<file path="src/rtl/alu_seq_pkg.sv">
// rtl/alu_seq_pkg.sv - op codes, FSM states and flag indices for alu_seq
package alu_seq_pkg;

  localparam logic [3:0] OP_ADD  = 4'b0000;
  localparam logic [3:0] OP_SUB  = 4'b0001;
  localparam logic [3:0] OP_AND  = 4'b0010;
  localparam logic [3:0] OP_OR   = 4'b0011;
  localparam logic [3:0] OP_XOR  = 4'b0100;
  localparam logic [3:0] OP_NOT  = 4'b0101;
  localparam logic [3:0] OP_SHL1 = 4'b0110;
  localparam logic [3:0] OP_SHR1 = 4'b0111;
  localparam logic [3:0] OP_ADC  = 4'b1000;
  localparam logic [3:0] OP_SBB  = 4'b1001;
  localparam logic [3:0] OP_SHLN = 4'b1010;
  localparam logic [3:0] OP_SHRN = 4'b1011;
  localparam logic [3:0] OP_ASRN = 4'b1100;
  localparam logic [3:0] OP_MUL  = 4'b1101;
  localparam logic [3:0] OP_CMP  = 4'b1110;

  typedef enum logic [1:0] {
    IDLE = 2'd0,
    EXEC = 2'd1,
    DONE = 2'd2
  } state_t;

  localparam int FLAG_Z = 3;
  localparam int FLAG_N = 2;
  localparam int FLAG_C = 1;
  localparam int FLAG_V = 0;

  function automatic logic is_nshift(input logic [3:0] code);
    return (code == OP_SHLN) || (code == OP_SHRN) || (code == OP_ASRN);
  endfunction

endpackage

</file>
<file path="src/rtl/alu_seq_comb.sv">
// rtl/alu_seq_comb.sv - single-cycle ops and their {z,n,c,v} flags
module alu_seq_comb
  import alu_seq_pkg::*;
#(
  parameter int WIDTH = 8
) (
  input  logic [3:0]       op,
  input  logic [WIDTH-1:0] a,
  input  logic [WIDTH-1:0] b,
  input  logic             cin,
  output logic [WIDTH-1:0] res,
  output logic [3:0]       flags
);

  localparam int M = WIDTH - 1;

  logic [WIDTH:0]   sum;
  logic [WIDTH:0]   diff;
  logic [WIDTH-1:0] zn_src;
  logic             cf;
  logic             vf;
  logic             rsv;

  always_comb begin
    sum    = {1'b0, a} + {1'b0, b} + {{WIDTH{1'b0}}, (op == OP_ADC) & cin};
    diff   = {1'b0, a} - {1'b0, b} - {{WIDTH{1'b0}}, (op == OP_SBB) & ~cin};
    res    = '0;
    cf     = 1'b0;
    vf     = 1'b0;
    rsv    = 1'b0;
    case (op)
      OP_ADD, OP_ADC: begin
        res = sum[M:0];
        cf  = sum[WIDTH];
        vf  = (a[M] == b[M]) & (sum[M] != a[M]);
      end
      OP_SUB, OP_SBB, OP_CMP: begin
        res = (op == OP_CMP) ? a : diff[M:0];
        cf  = ~diff[WIDTH];
        vf  = (a[M] != b[M]) & (diff[M] != a[M]);
      end
      OP_AND:  res = a & b;
      OP_OR:   res = a | b;
      OP_XOR:  res = a ^ b;
      OP_NOT:  res = ~a;
      OP_SHL1: begin
        res = {a[M-1:0], 1'b0};
        cf  = a[M];
      end
      OP_SHR1: begin
        res = {1'b0, a[M:1]};
        cf  = a[0];
      end
      default: rsv = 1'b1;
    endcase
    // CMP reports the subtraction's z/n while passing a through
    zn_src = (op == OP_CMP) ? diff[M:0] : res;
    flags  = rsv ? 4'b0000 : {zn_src == '0, zn_src[M], cf, vf};
  end

endmodule

</file>
<file path="src/rtl/alu_seq.sv">
// rtl/alu_seq.sv - handshaked sequential ALU; ALU_SEQ_MUL_EN enables iterative MUL
module alu_seq
  import alu_seq_pkg::*;
#(
  parameter int WIDTH = 8,
  parameter int SW    = $clog2(WIDTH)
) (
  input  logic             clk,
  input  logic             rst_n,
  input  logic             in_valid,
  output logic             in_ready,
  input  logic [3:0]       op,
  input  logic [WIDTH-1:0] a,
  input  logic [WIDTH-1:0] b,
  output logic             out_valid,
  input  logic             out_ready,
  output logic [WIDTH-1:0] out,
  output logic             z,
  output logic             n,
  output logic             c,
  output logic             v,
  output logic [3:0]       flags_q
);

  localparam int M  = WIDTH - 1;
  localparam int CW = SW + 1;

  state_t           state, state_nx;
  logic             accept;
  logic             go_exec;
  logic [SW-1:0]    amt;
  logic [3:0]       op_q;
  logic [WIDTH-1:0] work;
  logic [CW-1:0]    cnt;
  logic [WIDTH-1:0] out_r;
  logic [WIDTH-1:0] comb_res;
  logic [3:0]       comb_flags;
  logic [WIDTH-1:0] shifted;
  logic             shout;
  logic [WIDTH-1:0] exec_res;
  logic [3:0]       exec_flags;
  logic             last_step;

  assign amt       = b[SW-1:0];
  assign accept    = in_valid & in_ready;
  assign last_step = (state == EXEC) && (cnt == CW'(1));
  assign out       = out_r;
  assign {z, n, c, v} = flags_q;

`ifdef ALU_SEQ_MUL_EN
  logic [2*WIDTH-1:0] prod;
  logic [2*WIDTH-1:0] mcand;
  logic [2*WIDTH-1:0] prod_nx;
  logic               mul_hi;

  assign go_exec = (is_nshift(op) && amt != '0) || (op == OP_MUL);
  assign prod_nx = prod + (work[0] ? mcand : '0);
  assign mul_hi  = |prod_nx[2*WIDTH-1:WIDTH];
`else
  assign go_exec = is_nshift(op) && amt != '0;
`endif

  alu_seq_comb #(.WIDTH(WIDTH)) u_comb (
    .op    (op),
    .a     (a),
    .b     (b),
    .cin   (flags_q[FLAG_C]),
    .res   (comb_res),
    .flags (comb_flags)
  );

  always_ff @(posedge clk or negedge rst_n) begin
    if (!rst_n) state <= IDLE;
    else        state <= state_nx;
  end

  always_comb begin
    state_nx  = state;
    in_ready  = 1'b0;
    out_valid = 1'b0;
    case (state)
      IDLE: begin
        in_ready = 1'b1;
        if (accept) state_nx = go_exec ? EXEC : DONE;
      end
      EXEC: if (cnt == CW'(1)) state_nx = DONE;
      DONE: begin
        in_ready  = out_ready;
        out_valid = 1'b1;
        if (accept)         state_nx = go_exec ? EXEC : DONE;
        else if (out_ready) state_nx = IDLE;
      end
      default: state_nx = IDLE;
    endcase
  end

  // One-bit step of the iterative shifter; shout is the bit leaving the word
  always_comb begin
    shifted = work;
    shout   = 1'b0;
    case (op_q)
      OP_SHLN: begin shifted = {work[M-1:0], 1'b0}; shout = work[M]; end
      OP_SHRN: begin shifted = {1'b0, work[M:1]};   shout = work[0]; end
      OP_ASRN: begin shifted = {work[M], work[M:1]}; shout = work[0]; end
      default: ;
    endcase
    exec_res   = shifted;
    exec_flags = {shifted == '0, shifted[M], shout, 1'b0};
`ifdef ALU_SEQ_MUL_EN
    if (op_q == OP_MUL) begin
      exec_res   = prod_nx[M:0];
      exec_flags = {prod_nx[M:0] == '0, prod_nx[M], mul_hi, mul_hi};
    end
`endif
  end

  always_ff @(posedge clk or negedge rst_n) begin
    if (!rst_n) begin
      op_q    <= OP_ADD;
      work    <= '0;
      cnt     <= '0;
      out_r   <= '0;
      flags_q <= 4'b0000;
`ifdef ALU_SEQ_MUL_EN
      prod    <= '0;
      mcand   <= '0;
`endif
    end else if (accept) begin
      op_q <= op;
      if (go_exec) begin
        work <= a;
        cnt  <= {1'b0, amt};
`ifdef ALU_SEQ_MUL_EN
        if (op == OP_MUL) begin
          work  <= b;
          mcand <= {{WIDTH{1'b0}}, a};
          prod  <= '0;
          cnt   <= CW'(WIDTH);
        end
`endif
      end else if (is_nshift(op)) begin
        out_r   <= a;
        flags_q <= {a == '0, a[M], 1'b0, 1'b0};
      end else begin
        out_r   <= comb_res;
        flags_q <= comb_flags;
      end
    end else if (state == EXEC) begin
      cnt  <= cnt - 1'b1;
      work <= shifted;
`ifdef ALU_SEQ_MUL_EN
      if (op_q == OP_MUL) begin
        prod  <= prod_nx;
        mcand <= {mcand[2*WIDTH-2:0], 1'b0};
        work  <= {1'b0, work[M:1]};
      end
`endif
      if (last_step) begin
        out_r   <= exec_res;
        flags_q <= exec_flags;
      end
    end
  end

endmodule
</file>
<file path="config.mk">
export PLATFORM = sky130hd
export DESIGN_NAME = alu_seq
export DESIGN_NICKNAME = d
export VERILOG_FILES = /design/src/rtl/alu_seq_pkg.sv /design/src/rtl/alu_seq_comb.sv /design/src/rtl/alu_seq.sv
export SDC_FILE = /design/constraint.sdc
export NUM_CORES = 1
export LEC_CHECK = 0
export ABC_CLOCK_PERIOD_IN_PS = 5000
export CAP_MARGIN = 20
export CORE_MARGIN = 1.5
export CORE_UTILIZATION = 60
export CTS_CLUSTER_SIZE = 10
export DETAILED_ROUTE_END_ITERATION = 8
export GPL_ROUTABILITY_DRIVEN = 0
export HOLD_SLACK_MARGIN = 0.06
export PLACE_DENSITY = 0.85
export SYNTH_ARGS = -nofsm -noshare
export SYNTH_HDL_FRONTEND = slang
export SYNTH_SLANG_ARGS = --single-unit
</file>
<file path="constraint.sdc">
create_clock -name clk -period 5 [get_ports clk]
set_input_delay 0.75 -clock clk [delete_from_list [all_inputs] [get_ports clk]]
set_output_delay 0.75 -clock clk [all_outputs]
set_load 0.005 [all_outputs]
</file>
==> results of run 1 <==
[metrics by stage]
| step | cells | hold WS, ns | setup slack (ns) | util (%) |
|---|---|---|---|---|
| after floorplan | 449 | 0.454 | 1.22 | - |
| after global placement | 545 | 0.483 | 0.814 | 70.3 |
| after detailed placement | 545 | 0.487 | 0.721 | 70.3 |
| after CTS | 553 | 0.502 | 1.01 | 72.0 |
| after global routing | 553 | 0.513 | 0.640 | 72.0 |
| final | 553 | 0.498 | 0.948 | 72.0 |
[synth_stat cells, drive strengths merged (3+ instances only)]
library cell / n / area share [%]
nand2b: 6 / 1.1
clkbuf: 10 / 1.1
and3: 4 / 0.73
nand3b: 5 / 1.1
a21o: 10 / 2.2
xnor2: 11 / 2.8
nand2: 46 / 5.0
nor4: 6 / 1.1
o31ai: 3 / 0.65
fa: 4 / 2.3
xor2: 4 / 1.0
a311oi: 5 / 1.3
a22o: 8 / 2.0
nor3: 11 / 1.6
dfrtp: 30 / 22
nor2b: 13 / 2.4
nor3b: 8 / 1.7
a211oi: 10 / 2.2
a22oi: 11 / 2.4
inv: 32 / 3.5
nor2: 34 / 3.7
o22ai: 3 / 0.54
nand3: 11 / 1.7
mux2i: 3 / 0.87
a21oi: 33 / 4.9
a221oi: 4 / 1.0
ha: 32 / 12
buf: 18 / 2.9
o21ai: 31 / 4.5
o211ai: 5 / 1.1
or3: 3 / 0.54
[kinds of logic after synthesis]
logic type / count (synthesis) / share of synthesized area (%)
AO/OA/AOI/OAI: 147 / 28.9
XOR/XNOR: 15 / 3.81
adder cells (fa/ha/maj): 36 / 13.9
buffers and inverters: 60 / 7.47
flip-flops: 30 / 21.8
multiplexers: 3 / 0.871
AND/OR/NAND/NOR: 158 / 23.3
[area by class of cell]
| class | count | area [um^2] | share of cell area [%] |
|---|---|---|---|
| clock buffer | 7 | 86.3 | 2.17 |
| clock inverter | 1 | 5.00 | 0.126 |
| inverter | 32 | 120 | 3.01 |
| multi-input combinational | 359 | 2440 | 61.2 |
| sequential | 30 | 751 | 18.8 |
| tap | 72 | 90.1 | 2.26 |
| timing repair buffer | 52 | 493 | 12.4 |
[cells in the final DEF, fill, tap and decap left out, types with 11 or more instances in the layout]
cell | Yosys | layout
sky130_fd_sc_hd__a21oi_1 | 32 | 32
sky130_fd_sc_hd__a22oi_1 | 11 | 11
sky130_fd_sc_hd__buf_4 | 4 | 11
sky130_fd_sc_hd__clkdlybuf4s50_1 | 0 | 41
sky130_fd_sc_hd__dfrtp_1 | 30 | 30
sky130_fd_sc_hd__ha_1 | 32 | 32
sky130_fd_sc_hd__inv_1 | 32 | 32
sky130_fd_sc_hd__nand2_1 | 46 | 46
sky130_fd_sc_hd__nor2_1 | 34 | 34
sky130_fd_sc_hd__nor2b_1 | 13 | 13
sky130_fd_sc_hd__nor3_1 | 11 | 11
sky130_fd_sc_hd__o21ai_0 | 30 | 30
sky130_fd_sc_hd__xnor2_1 | 11 | 11
[flip-flops by register name, indices dropped and copies added, names as in the netlist]
register,cells
state,2
work,8
cnt,4
flags_q,4
out,8
op_q,4
[power by group through the flow]
stage	sequential [mW]	combinational, mW	clock, mW
6_report	0.441	0.670	0.203
5_1_grt	0.452	0.735	0.217
4_1_cts	0.437	0.661	0.204
3_5_place_dp	0.440	0.656	0
3_3_place_gp	0.435	0.636	0
2_1_floorplan	0.421	0.415	0
[routing by layer]
layer,track usage [%],share of wire (%)
met3,4.71,7.5
met4,18.2,4.5
met1,40.9,39
met5,0,0
met2,60.0,49
[critical path, stage by stage]
cell	delay, ns
sky130_fd_sc_hd__clkdlybuf4s50_1	0.72
sky130_fd_sc_hd__and2_1	0.30
sky130_fd_sc_hd__nand3b_1	0.12
sky130_fd_sc_hd__fa_1	0.43
sky130_fd_sc_hd__fa_1	0.42
sky130_fd_sc_hd__xnor2_1	0.18
sky130_fd_sc_hd__or4_1	0.45
sky130_fd_sc_hd__nor2_1	0.11
sky130_fd_sc_hd__nand4_1	0.11
sky130_fd_sc_hd__or3_1	0.34
sky130_fd_sc_hd__a31o_1	0.23
sky130_fd_sc_hd__a21oi_2	0.09
[worst min-delay path by stage]
| stage | from | end | slack (ns) | cells after the start |
|---|---|---|---|---|
| 2_1_floorplan | rst_n | cnt[0]$_DFFE_PN0P_ | 0.45 | 0 |
| 3_3_place_gp | out[4]$_DFFE_PN0P_ | out[4]$_DFFE_PN0P_ | 0.48 | 1 |
| 3_5_place_dp | out[4]$_DFFE_PN0P_ | out[4]$_DFFE_PN0P_ | 0.49 | 1 |
| 4_1_cts | out[4]$_DFFE_PN0P_ | out[4]$_DFFE_PN0P_ | 0.50 | 1 |
| 5_1_grt | out[4]$_DFFE_PN0P_ | out[4]$_DFFE_PN0P_ | 0.51 | 1 |
| 6_report | out[4]$_DFFE_PN0P_ | out[4]$_DFFE_PN0P_ | 0.50 | 1 |
==> reports/summary.txt, run 1 <==
number of detailed-route iterations in the first pass: 6
reg-to-reg endpoint: flags_q[3]$_DFFE_PN0P_
worst slew pin tran: 0.914 ns
CTS sink count: 30
Root Buffer: sky130_fd_sc_hd__clkbuf_8
Psw: 534 uW
count of input and output buffers: 41
Placement Rows: 27
clock group share of total power: 15.4%
drt first-iter violations: 400
cell depth of the worst flop-to-flop path: 10
Max Clock Freq: 247 MHz
synthesized area per cell: 7.68 um^2
number of max-capacitance violations reported: 0
startpoint of the most critical setup path: op[0]
postcts setup bufs: 0
fin crit period: 4.05 ns
final HPWL from detailed placement: 7820 um
leak pwr: 1.74 nW
netlist area before placement: 0.00345 mm^2
maximum number of pins on one net before global-route repair: 32
starting density of the core: 62.3%
total track usage: 34.4%
Int Pwr: 780 uW
DRT Wirelength: 10300 um
final total power: 1.31 mW
antenna-violating nets left: 0
Min-Delay Path Class: register to register
Unique masters post-synth: 61
total of warnings raised by yosys: 0
maximum ir drop on the vdd rail: 0.199 mV
proportion of synthesized chip area in sequential cells: 21.8%
Worst Setup Path Type: input port to register
Die H: 78.8 um
vias per cell: 6.61
DIE AREA: 0.00621 mm^2
number of pins with negative max-slew slack in the final report: 0
share of total power consumed by net switching: 40.7%
grt total ovfl: 0
synthesized netlist net count: 509
number of placed I/O pins: 42
die span in x: 78.8 um
number of enable-type register cells in the synthesized netlist: 0
most frequently used flop master after synthesis: sky130_fd_sc_hd__dfrtp_1
ys async rst share: 100%
final clock period utilization by the worst path: 81.0%
core box area: 0.00554 mm^2
drc violations: 0
total setup violations reported at the end of the flow: 0
clock tree from TritonCTS: built
crit-path max FO: 12
signed area change from the synthesized netlist to the final layout: 15.6%
power share of the sequential group: 33.6%
flop2flop setup slack: 1.90 ns
number of antenna cells inserted: 0
type of destination of the critical path: register
Clock Pin Slew Worst Setup and Hold Paths: 0.07 ns
maximum level of the CTS H-tree: 2
# hold bufs at CTS: 0
power density relative to cell area: 330 mW/mm^2
Setup TNS: 0 ns
vias in the first global route: 3511
WP data arrival: 4.27 ns
final hold violation count: 0
number of nets in the finished design: 540
number of storage elements in the synthesis netlist: 30
post-cts resize count: 0
Clock Tree Buf Depth: 2
worst slew margin relative to its limit: 38.8%
count of mapped cells out of synthesis: 449
reg-to-reg critical path startpoint: flags_q[1]$_DFFE_PN0P_
antenna violations before repair: 0
share of cells above drive strength 1: 4.57%
Critical Path Sink: flags_q[3]$_DFFE_PN0P_
Setup Skew: 0.00791 ns
run status: complete, no violations
detail-routed net length per standard cell: 18.7 um
Crit path required time: 5.22 ns
Num CTS Buffers: 5
wire length of the first global-routing pass: 16700 um
RSZ-0062 raised after global routing: no
power share of the combinational group: 51.0%
fill cell total of the finished layout: 464
latest clock arrival within the worst-skew pair: 0.28 ns
sort of element at the start of the critical path: input port
dpl cell area: 0.00389 mm^2
fin area: 0.00399 mm^2
detailed-route via count: 3658
Power figures use the tool's default switching activity.
==> run 2: changes to the inputs <==
--- a/config.mk
+++ b/config.mk
@@ -5,15 +5,15 @@
 export SDC_FILE = /design/constraint.sdc
 export NUM_CORES = 1
 export LEC_CHECK = 0
-export ABC_CLOCK_PERIOD_IN_PS = 5000
+export ABC_CLOCK_PERIOD_IN_PS = 3700
 export CAP_MARGIN = 20
 export CORE_MARGIN = 1.5
-export CORE_UTILIZATION = 60
+export CORE_UTILIZATION = 52
 export CTS_CLUSTER_SIZE = 10
 export DETAILED_ROUTE_END_ITERATION = 8
 export GPL_ROUTABILITY_DRIVEN = 0
 export HOLD_SLACK_MARGIN = 0.06
-export PLACE_DENSITY = 0.85
+export PLACE_DENSITY = 0.78
 export SYNTH_ARGS = -nofsm -noshare
 export SYNTH_HDL_FRONTEND = slang
 export SYNTH_SLANG_ARGS = --single-unit
==> constraint.sdc (replaced) <==
create_clock -name clk -period 3.7 [get_ports clk]
set_input_delay 0.555 -clock clk [delete_from_list [all_inputs] [get_ports clk]]
set_output_delay 0.555 -clock clk [all_outputs]
set_load 0.005 [all_outputs]
==> reports/summary.txt, run 2 (synthesized netlist as in run 1, its figures left out) <==
Root Buffer: sky130_fd_sc_hd__clkbuf_8
total track usage: 30.1%
sink of the worst hold path: out[4]$_DFFE_PN0P_
grt total ovfl: 0
total setup violations reported at the end of the flow: 0
leak pwr: 1.88 nW
Crit path required time: 3.92 ns
final hold violation count: 0
sort of element at the start of the critical path: input port
maximum ir drop on the vdd rail: 0.425 mV
number of detailed-route iterations in the first pass: 5
final total power: 1.86 mW
starting density of the core: 54.0%
power density relative to cell area: 439 mW/mm^2
antenna violations before repair: 0
signed area change from the synthesized netlist to the final layout: 22.6%
vias per cell: 6.46
share of cells above drive strength 1: 10.7%
die span in x: 84.4 um
Cell Count Post-Placement: 574
clock tree from TritonCTS: built
Setup Skew: 0.00704 ns
detailed-route via count: 3765
count of input and output buffers: 41
Min-Delay Path Class: register to register
number of placed I/O pins: 42
number of max-capacitance violations reported: 0
final clock period utilization by the worst path: 96.4%
drt first-iter violations: 353
type of destination of the critical path: register
number of pins with negative max-slew slack in the final report: 0
reg-to-reg endpoint: flags_q[3]$_DFFE_PN0P_
DIE AREA: 0.00713 mm^2
DRT Wirelength: 10600 um
worst slew margin relative to its limit: 39.3%
final HPWL from detailed placement: 8250 um
drc violations: 0
Num CTS Buffers: 5
WP data arrival: 3.79 ns
reg-to-reg critical path startpoint: flags_q[1]$_DFFE_PN0P_
Die H: 84.4 um
fin crit period: 3.57 ns
Setup TNS: 0 ns
highest-count cells in the layout ignoring fill and taps: sky130_fd_sc_hd__nand2_1 (46), sky130_fd_sc_hd__clkdlybuf4s50_1 (40), sky130_fd_sc_hd__buf_4 (36), sky130_fd_sc_hd__nor2_1 (33)
Clock Pin Slew Worst Setup and Hold Paths: 0.07 ns
Placement Rows: 29
most common library cell in the layout ignoring fill and taps: sky130_fd_sc_hd__nand2_1
hold_sp: out[4]$_DFFE_PN0P_
Max Clock Freq: 280 MHz
worst hold stages: 1
wire length of the first global-routing pass: 17300 um
maximum level of the CTS H-tree: 2
cell depth of the worst flop-to-flop path: 10
post-route insts no fill: 583
core box area: 0.00639 mm^2
flop2flop setup slack: 0.64 ns
run status: complete, no violations
antenna-violating nets left: 0
postcts setup bufs: 0
Worst Setup Path Type: input port to register
number of antenna cells inserted: 0
latest clock arrival within the worst-skew pair: 0.29 ns
worst slew pin tran: 0.907 ns
vias in the first global route: 3648
Clock Tree Buf Depth: 2
crit-path max FO: 5
detail-routed net length per standard cell: 18.2 um
CTS sink count: 30
maximum number of pins on one net before global-route repair: 36
number of nets in the finished design: 565
[run 2: changes by cell type in the layout (fill, tap and decap cells not counted), sizes merged]
cell / previous run / this run
bufinv: 0 / 1
clkbuf: 7 / 5
buf: 11 / 36
dlymetal6s2s: 0 / 1
clkinv: 1 / 2
clkdlybuf4s50: 41 / 40
[run 2: cell type report]
| type | count | area [um^2] |
|---|---|---|
| multi-input cells | 359 | 2470 |
| repair buffers | 77 | 683 |
| fillers | 542 | 2160 |
| clock buffers | 5 | 68.8 |
| inverters | 32 | 120 |
| well taps | 77 | 96.3 |
| clock inverters | 3 | 40.0 |
| flip-flops and latches | 30 | 751 |
[run 2: how the worst max path moves through the flow]
| stage | startpoint | cells past startpoint | to | slack [ns] |
|---|---|---|---|---|
| floorplan | op[0] | 14 | flags_q[3]$_DFFE_PN0P_ | 0.12 |
| global placement | op[1] | 13 | flags_q[3]$_DFFE_PN0P_ | -0.09 |
| detailed placement | op[0] | 13 | flags_q[3]$_DFFE_PN0P_ | -0.23 |
| CTS | op[0] | 13 | flags_q[3]$_DFFE_PN0P_ | 0.06 |
| global route | op[2] | 13 | flags_q[3]$_DFFE_PN0P_ | -0.05 |
| finish | op[0] | 12 | flags_q[3]$_DFFE_PN0P_ | 0.13 |
[run 2: worst max-delay path: stages]
cell and delay (ns):
sky130_fd_sc_hd__clkdlybuf4s50_1 0.59, sky130_fd_sc_hd__and2_1 0.19, sky130_fd_sc_hd__nand3b_1 0.10, sky130_fd_sc_hd__fa_1 0.42, sky130_fd_sc_hd__ha_1 0.35, sky130_fd_sc_hd__a211oi_2 0.32, sky130_fd_sc_hd__o2111ai_1 0.19, sky130_fd_sc_hd__a21oi_1 0.21
sky130_fd_sc_hd__xnor2_1 0.14, sky130_fd_sc_hd__or3_1 0.40, sky130_fd_sc_hd__a31o_1 0.23, sky130_fd_sc_hd__a21oi_2 0.09
[run 2: repair_timing]
action,4_1_cts,5_1_grt
endpoints found under the setup margin,0,4
gates resized for setup,0,8
hold buffers,0,0
[run 2: stage by stage]
step	hold WS [ns]	util (%)	cell area [um^2]	setup slack, ns
after global placement	0.466	63.9	4080	-0.0897
after detailed placement	0.469	63.9	4080	-0.230
after global routing	0.509	66.2	4230	-0.0545
after floorplan	0.259	-	3450	0.119
final	0.479	66.2	4230	0.134
after CTS	0.483	65.6	4190	0.0577
[run 2: where the power goes]
part | leakage, nW | total, mW | switching [mW] | internal, mW
registers | 0.367 | 0.596 | 0.131 | 0.464
logic | 1.46 | 0.940 | 0.473 | 0.467
clock network | 0.0579 | 0.322 | 0.124 | 0.198
[run 2: layer usage]
layer | vias to the layer above | global-route usage, % | part of all wire, %
li1 | 1735 | - | -
met2 | 229 | 50.8 | 47
met1 | 1747 | 37.4 | 39
met5 | - | 0 | 0
met3 | 54 | 3.74 | 8.0
met4 | 0 | 16.3 | 5.6
==> run 3: changes to the inputs <==
--- a/config.mk
+++ b/config.mk
@@ -5,15 +5,15 @@
 export SDC_FILE = /design/constraint.sdc
 export NUM_CORES = 1
 export LEC_CHECK = 0
-export ABC_CLOCK_PERIOD_IN_PS = 3700
+export ABC_CLOCK_PERIOD_IN_PS = 4500
 export CAP_MARGIN = 20
-export CORE_MARGIN = 1.5
-export CORE_UTILIZATION = 52
+export CORE_MARGIN = 1
+export CORE_UTILIZATION = 60
 export CTS_CLUSTER_SIZE = 10
 export DETAILED_ROUTE_END_ITERATION = 8
 export GPL_ROUTABILITY_DRIVEN = 0
 export HOLD_SLACK_MARGIN = 0.06
-export PLACE_DENSITY = 0.78
+export PLACE_DENSITY = 0.85
 export SYNTH_ARGS = -nofsm -noshare
 export SYNTH_HDL_FRONTEND = slang
 export SYNTH_SLANG_ARGS = --single-unit
==> constraint.sdc (replaced) <==
create_clock -name clk -period 4.5 [get_ports clk]
set_input_delay 0.675 -clock clk [delete_from_list [all_inputs] [get_ports clk]]
set_output_delay 0.675 -clock clk [all_outputs]
set_load 0.005 [all_outputs]
==> reports/summary.txt, run 3 (synthesized netlist as in run 1, its figures left out) <==
cell with the largest stage delay on the worst path: sky130_fd_sc_hd__clkdlybuf4s50_1
reg-to-reg endpoint: flags_q[3]$_DFFE_PN0P_
type of destination of the critical path: register
detail-routed net length per standard cell: 17.8 um
sequential cell area: 751 um^2
Die H: 77.8 um
global routing met1 resource utilization: 40.9%
critical path's top delay family: simple AND/OR/NAND/NOR gates
maximum number of pins on one net before global-route repair: 31
signed area change from the synthesized netlist to the final layout: 17.3%
WP data arrival: 4.20 ns
number of pins with negative max-slew slack in the final report: 0
highest-count cells in the layout ignoring fill and taps: sky130_fd_sc_hd__nand2_1 (46), sky130_fd_sc_hd__clkdlybuf4s50_1 (41), sky130_fd_sc_hd__nor2_1 (34)
latest clock arrival within the worst-skew pair: 0.28 ns
number of detailed-route iterations in the first pass: 7
worst slew pin tran: 0.822 ns
worst hold stages: 1
Crit path required time: 4.71 ns
fin crit period: 3.99 ns
antenna violations before repair: 0
cell mode on critical path: sky130_fd_sc_hd__fa_1
drc violations: 0
final total power: 1.50 mW
Clock Tree Buf Depth: 2
minimum setup slack after placement: 0.279 ns
number of antenna cells inserted: 0
maximum ir drop on the vdd rail: 0.229 mV
die span in x: 77.8 um
CP cell instances: clkdlybuf4s50_1, nor2_1, and2_1, nand3b_1, fa_1, fa_1, o21ai_0, a211oi_1, xor2_1, a221o_1, nor4_1, nand3_1, a21oi_2
Placement Rows: 27
final HPWL from detailed placement: 7670 um
cell depth of the worst flop-to-flop path: 11
hold_sp: out[4]$_DFFE_PN0P_
leak pwr: 1.77 nW
crit-path max FO: 5
DRT Wirelength: 9900 um
Min-Delay Path Class: register to register
core box area: 0.00554 mm^2
GR Util met2: 57.2%
run status: complete, no violations
Clock Pin Slew Worst Setup and Hold Paths: 0.06 ns
buffers plus inverters on the worst setup path: 1
post-route insts no fill: 557
postcts setup bufs: 0
worst slew margin relative to its limit: 45.0%
CTS sink count: 30
global route hottest layer: met2
Setup Skew: 0.00721 ns
sink of the worst hold path: out[4]$_DFFE_PN0P_
maximum level of the CTS H-tree: 2
sort of element at the start of the critical path: input port
share of cells above drive strength 1: 5.57%
post-cts resize count: 0
Cell Count Post-Placement: 550
reg-to-reg critical path startpoint: flags_q[1]$_DFFE_PN0P_
flop2flop setup slack: 1.38 ns
Setup TNS: 0 ns
number of max-capacitance violations reported: 0
DIE AREA: 0.00606 mm^2
most common library cell in the layout ignoring fill and taps: sky130_fd_sc_hd__nand2_1
clock tree from TritonCTS: built
Root Buffer: sky130_fd_sc_hd__clkbuf_8
total track usage: 34.1%
number of nets in the finished design: 545
delay of the slowest cell on the worst path: 0.45 ns
final clock period utilization by the worst path: 88.6%
grt total ovfl: 0
count of input and output buffers: 41
setup slack after layout: 0.511 ns
number of placed I/O pins: 42
final hold violation count: 0
fill cell total of the finished layout: 453
Max Clock Freq: 251 MHz
Multi-input gate area: 0.00244 mm^2
# hold bufs at CTS: 0
global-route track usage on met3: 5.76%
power density relative to cell area: 372 mW/mm^2
antenna-violating nets left: 0
starting density of the core: 62.3%
Worst Setup Path Type: input port to register
RSZ-0062 raised after global routing: no
detailed-route via count: 3612
total setup violations reported at the end of the flow: 0
vias per cell: 6.48
vias in the first global route: 3384
Num CTS Buffers: 5
drt first-iter violations: 299
wire length of the first global-routing pass: 16200 um
run 3: metrics by stage:
step	hold slack [ns]	instance area, um^2	util (%)
after floorplan	0.379	3450	-
after global placement	0.475	3930	71.0
after detailed placement	0.470	3930	71.0
after CTS	0.484	4050	73.0
after global routing	0.506	4050	73.0
final	0.480	4050	73.0
run 3: area by class of cell:
class	count	area share, %
Multi-Input combinational cell	359	60.3
Sequential cell	30	18.6
Timing Repair Buffer	57	13.1
Inverter	32	2.97
Tap cell	72	2.23
Clock buffer	6	2.04
Clock inverter	1	0.742
run 3: power by group:
| part | internal [mW] | switching [mW] | total, mW |
|---|---|---|---|
| combinational | 0.364 | 0.378 | 0.743 |
| sequential | 0.382 | 0.105 | 0.487 |
| clock | 0.177 | 0.0974 | 0.274 |
run 3: worst max path at each step:
stage / from / endpoint / slack, ns / cells past startpoint
after floorplan: op[0] / flags_q[3]$_DFFE_PN0P_ / 0.80 / 14
after global placement: op[1] / flags_q[3]$_DFFE_PN0P_ / 0.43 / 13
after detailed placement: op[1] / flags_q[3]$_DFFE_PN0P_ / 0.28 / 13
after CTS: op[1] / flags_q[3]$_DFFE_PN0P_ / 0.57 / 13
after global routing: op[1] / flags_q[3]$_DFFE_PN0P_ / 0.38 / 13
final: op[1] / flags_q[3]$_DFFE_PN0P_ / 0.51 / 13
run 3: routing by layer:
layer / up-vias / share of wire (%)
li1: 1704 / -
met1: 1653 / 39
met2: 202 / 48
met3: 53 / 8.3
met4: 0 / 5.4
met5: - / 0
